File: src/rtl/mem_port_arbiter.sv
// ============================================================================
// Module   : mem_port_arbiter
// Purpose  : Shares one single-port, fixed-latency RAM between the CPU's
//            instruction-fetch (IF) and data-memory (DM) ports. Grants are
//            combinational in the issue cycle. Responses are registered
//            one-cycle pulses.
// Options  : MEM_ARB_ROUND_ROBIN_EN - when defined, conflicts alternate
//            between the ports. When undefined, DM always wins a conflict.
// Revision : 1.0 - initial release
// ============================================================================
`default_nettype none

module mem_port_arbiter #(
    parameter int ADDR_W      = 32,
    parameter int DATA_W      = 32,
    // Cycles from the RAM address cycle to valid ram_rdata. Legal range 1..4.
    parameter int RAM_LATENCY = 1
) (
    input  logic              clk,
    input  logic              rst,
    // instruction fetch port (read only)
    input  logic              if_req,
    input  logic [ADDR_W-1:0] if_addr,
    output logic              if_gnt,
    output logic              if_rvalid,
    output logic [DATA_W-1:0] if_rdata,
    // data memory port
    input  logic              dm_req,
    input  logic              dm_we,
    input  logic [ADDR_W-1:0] dm_addr,
    input  logic [DATA_W-1:0] dm_wdata,
    output logic              dm_gnt,
    output logic              dm_rvalid,
    output logic [DATA_W-1:0] dm_rdata,
    // RAM side
    output logic [ADDR_W-1:0] ram_addr,
    output logic              ram_we,
    output logic [DATA_W-1:0] ram_wdata,
    input  logic [DATA_W-1:0] ram_rdata
);

    typedef enum logic [0:0] {
        ST_IDLE = 1'b0,
        ST_WAIT = 1'b1
    } state_t;

    localparam logic [2:0] c_LATENCY = 3'(RAM_LATENCY);

    state_t              r_state;
    logic [2:0]          r_cnt;
    logic                r_owner_dm;
    logic                r_owner_we;
    logic                r_if_rvalid;
    logic                r_dm_rvalid;
    logic [DATA_W-1:0]   r_if_rdata;
    logic [DATA_W-1:0]   r_dm_rdata;

    logic                w_issue;
    logic                w_conflict;
    logic                w_dm_wins_conflict;
    logic                w_pick_dm;

`ifdef MEM_ARB_ROUND_ROBIN_EN
    // Set when IF lost the last conflict and so owns the next one.
    logic                r_rr_if_next;

    assign w_dm_wins_conflict = ~r_rr_if_next;

    // Hand the next conflict to whichever port lost this one.
    always_ff @(posedge clk) begin
        if (rst) begin
            r_rr_if_next <= 1'b0;
        end else if (w_conflict) begin
            r_rr_if_next <= w_pick_dm;
        end
    end
`else
    assign w_dm_wins_conflict = 1'b1;
`endif

    // Issue only from IDLE. Reset blocks any grant so no RAM write can leak out.
    assign w_issue    = ~rst && (r_state == ST_IDLE) && (if_req || dm_req);
    assign w_conflict = w_issue && if_req && dm_req;
    assign w_pick_dm  = dm_req && (!if_req || w_dm_wins_conflict);

    // Winner's grant and RAM command are driven only in the issue cycle.
    always_comb begin
        if_gnt    = 1'b0;
        dm_gnt    = 1'b0;
        ram_addr  = '0;
        ram_we    = 1'b0;
        ram_wdata = '0;
        if (w_issue) begin
            if (w_pick_dm) begin
                dm_gnt    = 1'b1;
                ram_addr  = dm_addr;
                ram_we    = dm_we;
                ram_wdata = dm_wdata;
            end else begin
                if_gnt    = 1'b1;
                ram_addr  = if_addr;
            end
        end
    end

    // Access sequencer: latch the owner at issue, count down the RAM latency,
    // then capture the read data and pulse the owner's rvalid.
    always_ff @(posedge clk) begin
        if (rst) begin
            r_state     <= ST_IDLE;
            r_cnt       <= 3'd0;
            r_owner_dm  <= 1'b0;
            r_owner_we  <= 1'b0;
            r_if_rvalid <= 1'b0;
            r_dm_rvalid <= 1'b0;
            r_if_rdata  <= '0;
            r_dm_rdata  <= '0;
        end else begin
            r_if_rvalid <= 1'b0;
            r_dm_rvalid <= 1'b0;
            case (r_state)
                ST_IDLE: begin
                    if (w_issue) begin
                        r_owner_dm <= w_pick_dm;
                        r_owner_we <= w_pick_dm && dm_we;
                        r_cnt      <= c_LATENCY;
                        r_state    <= ST_WAIT;
                    end
                end
                ST_WAIT: begin
                    if (r_cnt == 3'd1) begin
                        // ram_rdata is valid in this cycle
                        r_cnt   <= 3'd0;
                        r_state <= ST_IDLE;
                        if (r_owner_dm) begin
                            r_dm_rvalid <= 1'b1;
                            r_dm_rdata  <= r_owner_we ? '0 : ram_rdata;
                        end else begin
                            r_if_rvalid <= 1'b1;
                            r_if_rdata  <= ram_rdata;
                        end
                    end else begin
                        r_cnt <= r_cnt - 3'd1;
                    end
                end
                default: r_state <= ST_IDLE;
            endcase
        end
    end

    assign if_rvalid = r_if_rvalid;
    assign if_rdata  = r_if_rdata;
    assign dm_rvalid = r_dm_rvalid;
    assign dm_rdata  = r_dm_rdata;

endmodule

`default_nettype wire

File: config.mk
export PLATFORM = sky130hd
export DESIGN_NAME = mem_port_arbiter
export DESIGN_NICKNAME = d
export VERILOG_FILES = /design/src/rtl/mem_port_arbiter.sv
export SDC_FILE = /design/constraint.sdc
export NUM_CORES = 1
export LEC_CHECK = 0
export ABC_CLOCK_PERIOD_IN_PS = 2110
export BUFFER_PORTS_ARGS = -buffer_cell sky130_fd_sc_hd__buf_2
export CORE_AREA = 4 4 103 105
export CTS_CLUSTER_SIZE = 24
export DETAILED_ROUTE_END_ITERATION = 12
export DIE_AREA = 0 0 107 109
export GPL_TIMING_DRIVEN = 0
export HOLD_SLACK_MARGIN = 0.06
export PLACE_DENSITY = 0.78
export REMOVE_ABC_BUFFERS = 1
export SETUP_SLACK_MARGIN = 0.5
export SLEW_MARGIN = 40
export SYNTH_ARGS = -nofsm -noshare
export SYNTH_HDL_FRONTEND = slang
export SYNTH_SLANG_ARGS = --single-unit
File: constraint.sdc
create_clock -name clk -period 2.11 [get_ports clk]
set_clock_uncertainty 0.05 [all_clocks]
set_input_delay 0.1055 -clock clk [delete_from_list [all_inputs] [get_ports clk]]
set_output_delay 0.1055 -clock clk [all_outputs]
set_load 0.02 [all_outputs]
Word-level counts from Yosys, hierarchy flattened
Index checks and enable logic that the tools add are counted.

cells by class
  $add $sub $neg = 1
  equal/unequal tests = 2
  multiplexer cells = 19
  bitwise operators = 4
  reduce and logical (&&, ||, !) cells = 8

operator list
  kind                   number
  $mux W32               5
  $mux W1                10
  $mux W3                2
  $pmux W3 S2            1
  $reduce_and A3 Y1      2
  $not A1 Y1             4
  $eq A3 B1 Y1 const B   1
  $logic_and A1 B1 Y1    3
  $reduce_or A3 Y1       1
  $sub A3 B1 Y3 const B  1
  $ne A2 B2 Y1 const B   1
  $pmux W1 S2            1
  $reduce_and A2 Y1      1
  $logic_or A1 B1 Y1     1

word-level totals
  bits in registers = 72
  input bits = 133
  output and inout bits = 133
  logic and storage cells = 42

Logic depth before layout (Yosys ltp)
Gate-level depths: netlist of run 1.

  word-level depth = 5
  depth in mapped cells = 7
  depth with buffers taken out = 5

Worst setup path before layout of run 1
OpenSTA, ideal clock, no wires.

  path type = flip-flop to flip-flop
  from = register r_cnt[1]
  to = register r_if_rdata[21] (netlist: if_rdata[21])
  library setup time = 71 ps
  arrival time = 1313 ps
  required time = 1989 ps
  setup slack = 676 ps
  stages on the path, launching flop included = 8
  path buffers = 2
  period minus slack after synthesis = 1434 ps
  cell sequence = dfxtp_1 inv_1 ha_1 nand4bb_1 buf_2 clkbuf_1 nand2_1 a21oi_2

between the ends
  word-level cells in the longest chain between the ends = 2

RTL lines
  what                         RTL line  text
  start: declaration           50        logic [2:0] r_cnt;
  start signal: assignment     126       r_cnt <= c_LATENCY;
  start signal: assignment     143       r_cnt <= r_cnt - 3'd1;
  $eq A3 B1 Y1                 131       if (r_cnt == 3'd1) begin
  $reduce_and A3 Y1 (no line)  n/a
  end signal: assignment       140       r_if_rdata <= ram_rdata;
  end: declaration             55        logic [DATA_W-1:0] r_if_rdata;

No other way between the ends.
A chain may end at the register's enable or synchronous reset.

Final worst setup path of run 1
  from = register r_state
  to = output port ram_addr[15]

between the ends
  word-level cells in the longest chain between the ends = 4

RTL lines
  what                              RTL line  text
  start: declaration                49        state_t r_state;
  start signal: assignment          110       r_state <= ST_IDLE;
  start signal: assignment          127       r_state <= ST_WAIT;
  start signal: assignment          134       r_state <= ST_IDLE;
  $not A1 Y1 (no line)              n/a
  $logic_and A1 B1 Y1 (2 in a row)  82        assign w_issue = ~rst && (r_state == ST_IDLE) && (if_req || dm_req);
  $mux W32                          93        if (w_issue) begin
  end: declaration                  36        output logic [ADDR_W-1:0] ram_addr,

No other way between the ends.

==> results.json, run 1 <==
{
  "status": "complete, no violations",
  "die_x_um": 107,
  "synth-seq-cells": 72,
  "min_period_ns": 1.93,
  "hold_violations": 0,
  "muxShareOfSynthArea_pct": 0,
  "max-cap-violations": 0,
  "grt_pass1_wl_um": 24000,
  "synth_xor_area_share_pct": 0,
  "io_pins": 266,
  "syn_inst": 401,
  "synthAdderAreaFrac_pct": 0.714,
  "grt_pass1_vias": 4488,
  "grtUsageTotal_pct": 26.4,
  "critical_path_required_ns": 1.95,
  "synth.avg_cell_area_um2": 8.74,
  "portBuffers": 265,
  "synth_top_family_by_area": "simple AND/OR/NAND/NOR gates",
  "postRouteWirelength_um": 16600,
  "async_reset_ff_share_pct": 0,
  "seq_area_frac_synth_pct": 41.1,
  "synth-compound-area-share_pct": 21.7,
  "path_max_fanout": 6,
  "crit_type": "reg -> out",
  "ir_drop_v": 0.000390,
  "dr.pass1.iters": 7,
  "arrival_ns": 1.77,
  "cts.htree.levels": 3,
  "crit_path_end_kind": "output pin",
  "cts_tree": "built",
  "overflow": 0,
  "slew_viol_final": 0,
  "n_fill_cell": 739,
  "grt_max_degree": 63,
  "ys.flop_type": "dfxtp_1",
  "r2r_cells": 6,
  "antenna_found_initial": 1,
  "route.detailed.drc": 0,
  "initial_core_util_pct": 36.4,
  "drt_iter0_drc": 321,
  "max_freq_ghz": 0.518,
  "final_area_um2": 6610,
  "worst_pin_slew_ns": 0.581,
  "synth-edff-count": 0,
  "clock-sinks": 72,
  "yosys.area_share.simple_pct": 29.7,
  "die_h_um": 109,
  "synthToLayoutAreaGrowth_pct": 88.5,
  "path_clk_slew_ns": 0.08,
  "synth.distinct_cells": 30,
  "cts_buffer_depth": 2,
  "relSlewSlack_pct": 61.1,
  "period_share_pct": 91.4,
  "ys_warn_count": 0,
  "ctsRootBufferMaster": "clkbuf_8",
  "placed_cell_area_um2": 4920,
  "cts_buffers": 9,
  "fp.coreArea_um2": 9640,
  "hpwlAfterDp_um": 10200,
  "power.leakage_uw": 0.00305,
  "nets": 855,
  "row_count": 36,
  "p_per_area_nw_per_um2": 574,
  "syn_area_um2": 3510,
  "detail-route-antenna-nets": 0,
  "utilization_pct": 68.6,
  "vias": 4295,
  "fp.dieArea_um2": 11700,
  "avgRoutedWirePerCell_um": 19.3,
  "post_drt_via_cell_ratio": 5.00,
  "hp-class": "in -> reg",
  "min_path_cells": 4,
  "setup_viol": 0,
  "drive_gt1_share_pct": 59.3,
  "holdWs_ns": 0.0954,
  "gp_congestion": 0.883,
  "clk_latency_ns": 0.34,
  "rsz0062_at_grt": "true",
  "startpoint_type": "flip-flop"
}
-- cell type report --
class | count | area (µm²) | share of cell area [%]
flip-flops and latches | 72 | 1450 | 21.9
inverters | 2 | 7.51 | 0.114
well taps | 133 | 166 | 2.52
repair buffers | 343 | 2730 | 41.3
multi-input cells | 292 | 2010 | 30.4
clock buffers | 9 | 124 | 1.87
diodes | 1 | 2.50 | 0.0379
clock inverters | 7 | 126 | 1.91
-- synth_stat cells (5+ instances only) --
cell type | count | share of area [%]
nor2_1 | 5 | 0.54
a21oi_2 | 30 | 7.5
dfxtp_1 | 72 | 41
nand3b_1 | 34 | 7.3
buf_2 | 13 | 1.9
clkbuf_1 | 16 | 1.7
nand2_1 | 67 | 7.2
a21oi_1 | 38 | 5.4
nand2_2 | 30 | 5.4
a22o_1 | 32 | 8.0
and2_1 | 33 | 5.9
-- per-layer routing --
metal | GRT usage [%] | part of all wire, % | up-vias
li1 | - | - | 2011
met1 | 29.9 | 38 | 2044
met2 | 47.0 | 51 | 207
met3 | 8.88 | 9.0 | 33
met4 | 8.49 | 2.1 | 0
met5 | 0 | 0 | -
-- critical path, cell delays in order, from the launching register on --
cell	delay, ns
dfxtp_4	0.37
buf_6	0.12
nor2b_4	0.11
and2b_4	0.24
buf_6	0.15
clkbuf_16	0.14
a22o_1	0.16
buf_6	0.13
-- cells by family after synthesis --
group | count (synthesis)
and+or+nand+nor | 184
AOI/OAI and AO/OA | 104
DFF | 72
buffers and inverters | 39
adders and majority gates | 2
-- metrics by stage --
stage	setup TNS [ns]	std cells	total power (µW)	setup slack [ns]
after global placement	-77.83	762	2080	-0.857
after global routing	0	859	3950	0.135
final	0	859	3790	0.181
after detailed placement	0	767	2140	0.0893
after floorplan	-5.99	364	1780	-0.187
after CTS	0	846	3740	0.216
-- path summary, 6_finish.rpt --
path / start / endpoint / slack (ns)
hold / removal: if_req / r_cnt[1]$_SDFFE_PP0P_ / 0.1
setup / recovery: r_state$_SDFF_PP0_ / ram_addr[15] / 0.18
hold reg to reg: dm_rdata[23]$_SDFFE_PP0P_ / dm_rdata[23]$_SDFFE_PP0P_ / 0.40
setup reg to reg: r_cnt[1]$_SDFFE_PP0P_ / dm_rdata[22]$_SDFFE_PP0P_ / 0.53
-- state kept, by name, indices dropped and copies added, names as in the netlist --
| name | flops |
|---|---|
| dm_rdata | 32 |
| if_rdata | 32 |
| r_cnt | 3 |
| dm_rvalid | 1 |
| if_rvalid | 1 |
| r_owner_dm | 1 |
| r_owner_we | 1 |
| r_state | 1 |
-- where the power goes --
part           switching [µW]  leakage, µW  internal, µW
Clock                     571     0.000122           802
Sequential               42.1     0.000584          1400
Combinational             470      0.00234           506
Total                    1080      0.00305          2710
-- timing repair --
item	CTS	global route
pin swaps	37	14
hold endpoints to repair	65	0
hold buffers	34	0
gates cloned	8	3
setup endpoints to repair	128	115
setup buffers	21	9
resized for setup	160	33
-- layout by cell type (no fill, tap or decap), types with 2 or more instances in the layout --
cell           instances
a21oi_1               38
a21oi_2               30
a22o_1                32
and2_1                 2
and2_4                31
and4b_4                2
buf_12                 6
buf_16                 6
buf_2                197
buf_4                 16
buf_6                 79
buf_8                  2
bufinv_16              3
clkbuf_16              3
clkbuf_8               9
dfxtp_1               69
dfxtp_2                2
dlygate4sd3_1         34
inv_1                  2
inv_6                  2
nand2_1               67
nand2_2               30
nand2b_1               2
nand3b_1              34
nand4b_4               2
nor2_1                 5
nor2b_1                3
nor3_1                 2
Power figures use the tool's default switching activity.
==> run 2, diff against run 1 <==
Settings changed: PLACE_DENSITY 0.78 to 0.74.
==> run 2 against run 1 <==
Effect of this change: clock power down 12%; hold slack better by 0.0095 ns; final cell count down 2.6%; global-route usage down 2.5 points; wire length down 9.0%; largest cell class unchanged.
==> results.json, run 2 (same netlist as run 1, synthesis figures left out) <==
{
  "ff_latch_area_um2": 1450,
  "startpoint_type": "flip-flop",
  "wl_met3_um": 1320,
  "avgRoutedWirePerCell_um": 18.0,
  "power.leakage_uw": 0.00282,
  "pwr-share-seq_pct": 41.4,
  "cts_tree": "built",
  "combPwrFrac_pct": 24.2,
  "period_share_pct": 82.9,
  "io_pins": 266,
  "drive_gt1_share_pct": 54.1,
  "m1WireLength_um": 6020,
  "antenna_found_initial": 0,
  "p_int_uw": 2480,
  "grt_pass1_vias": 4037,
  "crit_type": "reg -> out",
  "grt_max_degree": 62,
  "die_x_um": 107,
  "max-cap-violations": 0,
  "dr.pass1.iters": 4,
  "max_freq_ghz": 0.571,
  "grtUsageTotal_pct": 24.0,
  "power_frac_clock_pct": 34.4,
  "gp_congestion": 0.893,
  "rrSetupSlack_ns": 0.62,
  "final_area_um2": 6000,
  "arrival_ns": 1.59,
  "p_total_uw": 3490,
  "clock-sinks": 72,
  "die_h_um": 109,
  "initial_core_util_pct": 36.4,
  "row_count": 36,
  "portBuffers": 265,
  "cts_buffers": 9,
  "num_antenna_cells": 0,
  "hold_violations": 0,
  "route.detailed.drc": 0,
  "ctsRootBufferMaster": "clkbuf_8",
  "path_clk_slew_ns": 0.08,
  "holdWs_ns": 0.105,
  "dr_wl_met2_um": 7520,
  "hpwlAfterDp_um": 9930,
  "p_per_area_nw_per_um2": 582,
  "switching_share_pct": 28.9,
  "vias": 4128,
  "critical_path_required_ns": 1.95,
  "status": "complete, no violations",
  "nets": 834,
  "cts.htree.levels": 3,
  "most-common-layout-cells": "227 x buf_2, 69 x dfxtp_1, 67 x nand2_1",
  "fp.coreArea_um2": 9640,
  "n_fill_cell": 837,
  "multi_input_area_um2": 1940,
  "top_layer": "met4",
  "setup_viol": 0,
  "min_path_cells": 4,
  "ir_drop_v": 0.000466,
  "path_max_fanout": 23,
  "overflow": 0,
  "clk_latency_ns": 0.34,
  "crit_path_end_kind": "output pin",
  "power_switching_uw": 1010,
  "worst_pin_slew_ns": 0.627,
  "relSlewSlack_pct": 58.1,
  "grt_pass1_wl_um": 21800,
  "post_drt_via_cell_ratio": 4.93,
  "hp-class": "in -> reg",
  "slew_viol_final": 0,
  "min_period_ns": 1.75,
  "cts_buffer_depth": 2,
  "detail-route-antenna-nets": 0,
  "layout_commonest_cell": "buf_2",
  "postRouteWirelength_um": 15100,
  "r2r_cells": 7,
  "drt_iter0_drc": 275,
  "synthToLayoutAreaGrowth_pct": 71.2,
  "rsz0062_at_grt": "true",
  "placed_cell_area_um2": 4940,
  "fp.dieArea_um2": 11700
}
run 2: timing repair:
action                     CTS  global route
hold endpoints to repair    67             0
pin swaps                    4             9
setup endpoints to repair  123            93
buffers inserted             8             4
resized for setup           39            36
hold buffers                34             0
cloned                       3             4
run 2: path summary, 6_finish.rpt:
kind / startpoint / to
setup / recovery: r_state$_SDFF_PP0_ / ram_wdata[9]
hold reg to reg: dm_rdata[25]$_SDFFE_PP0P_ / dm_rdata[25]$_SDFFE_PP0P_
hold / removal: if_req / r_owner_dm$_SDFFE_PP0P_
setup reg to reg: r_cnt[1]$_SDFFE_PP0P_ / if_rdata[22]$_SDFFE_PP0P_
run 2: critical path: stages (launching register included):
cell       delay, ns
dfxtp_4         0.36
nor2b_4         0.13
and2b_4         0.26
clkbuf_16       0.20
and2_1          0.13
buf_2           0.17
run 2: layout make-up:
class                   instances  share of cell area (%)
inverters                       2                   0.125
clock buffers                   9                    2.06
clock inverters                 7                    1.56
repair buffers                321                    37.0
multi-input cells             293                    32.4
well taps                     133                    2.77
flip-flops and latches         72                    24.1
run 2: power by group through the flow:
stage	sequential (µW)	combinational, µW	clock [µW]
floorplan	1510	277	0
detailed placement	1480	662	0
CTS	1440	781	1220
finish	1440	845	1200
global route	1450	904	1290
global placement	1470	612	0
run 2: layer usage:
metal / global-route usage [%] / vias up
met3: 8.23 / 18
met1: 28.4 / 1970
li1: - / 1966
met5: 0 / -
met2: 41.1 / 174
met4: 7.40 / 0
run 2: metrics by stage:
step                cells  util, %  worst slack [ns]  setup TNS (ns)
floorplan             364        -            -0.187           -5.99
global placement      762     49.5            -0.873          -79.35
detailed placement    768     51.3             0.127               0
CTS                   829     59.8             0.354               0
global route          837     62.3             0.276               0
finish                837     62.3             0.360               0
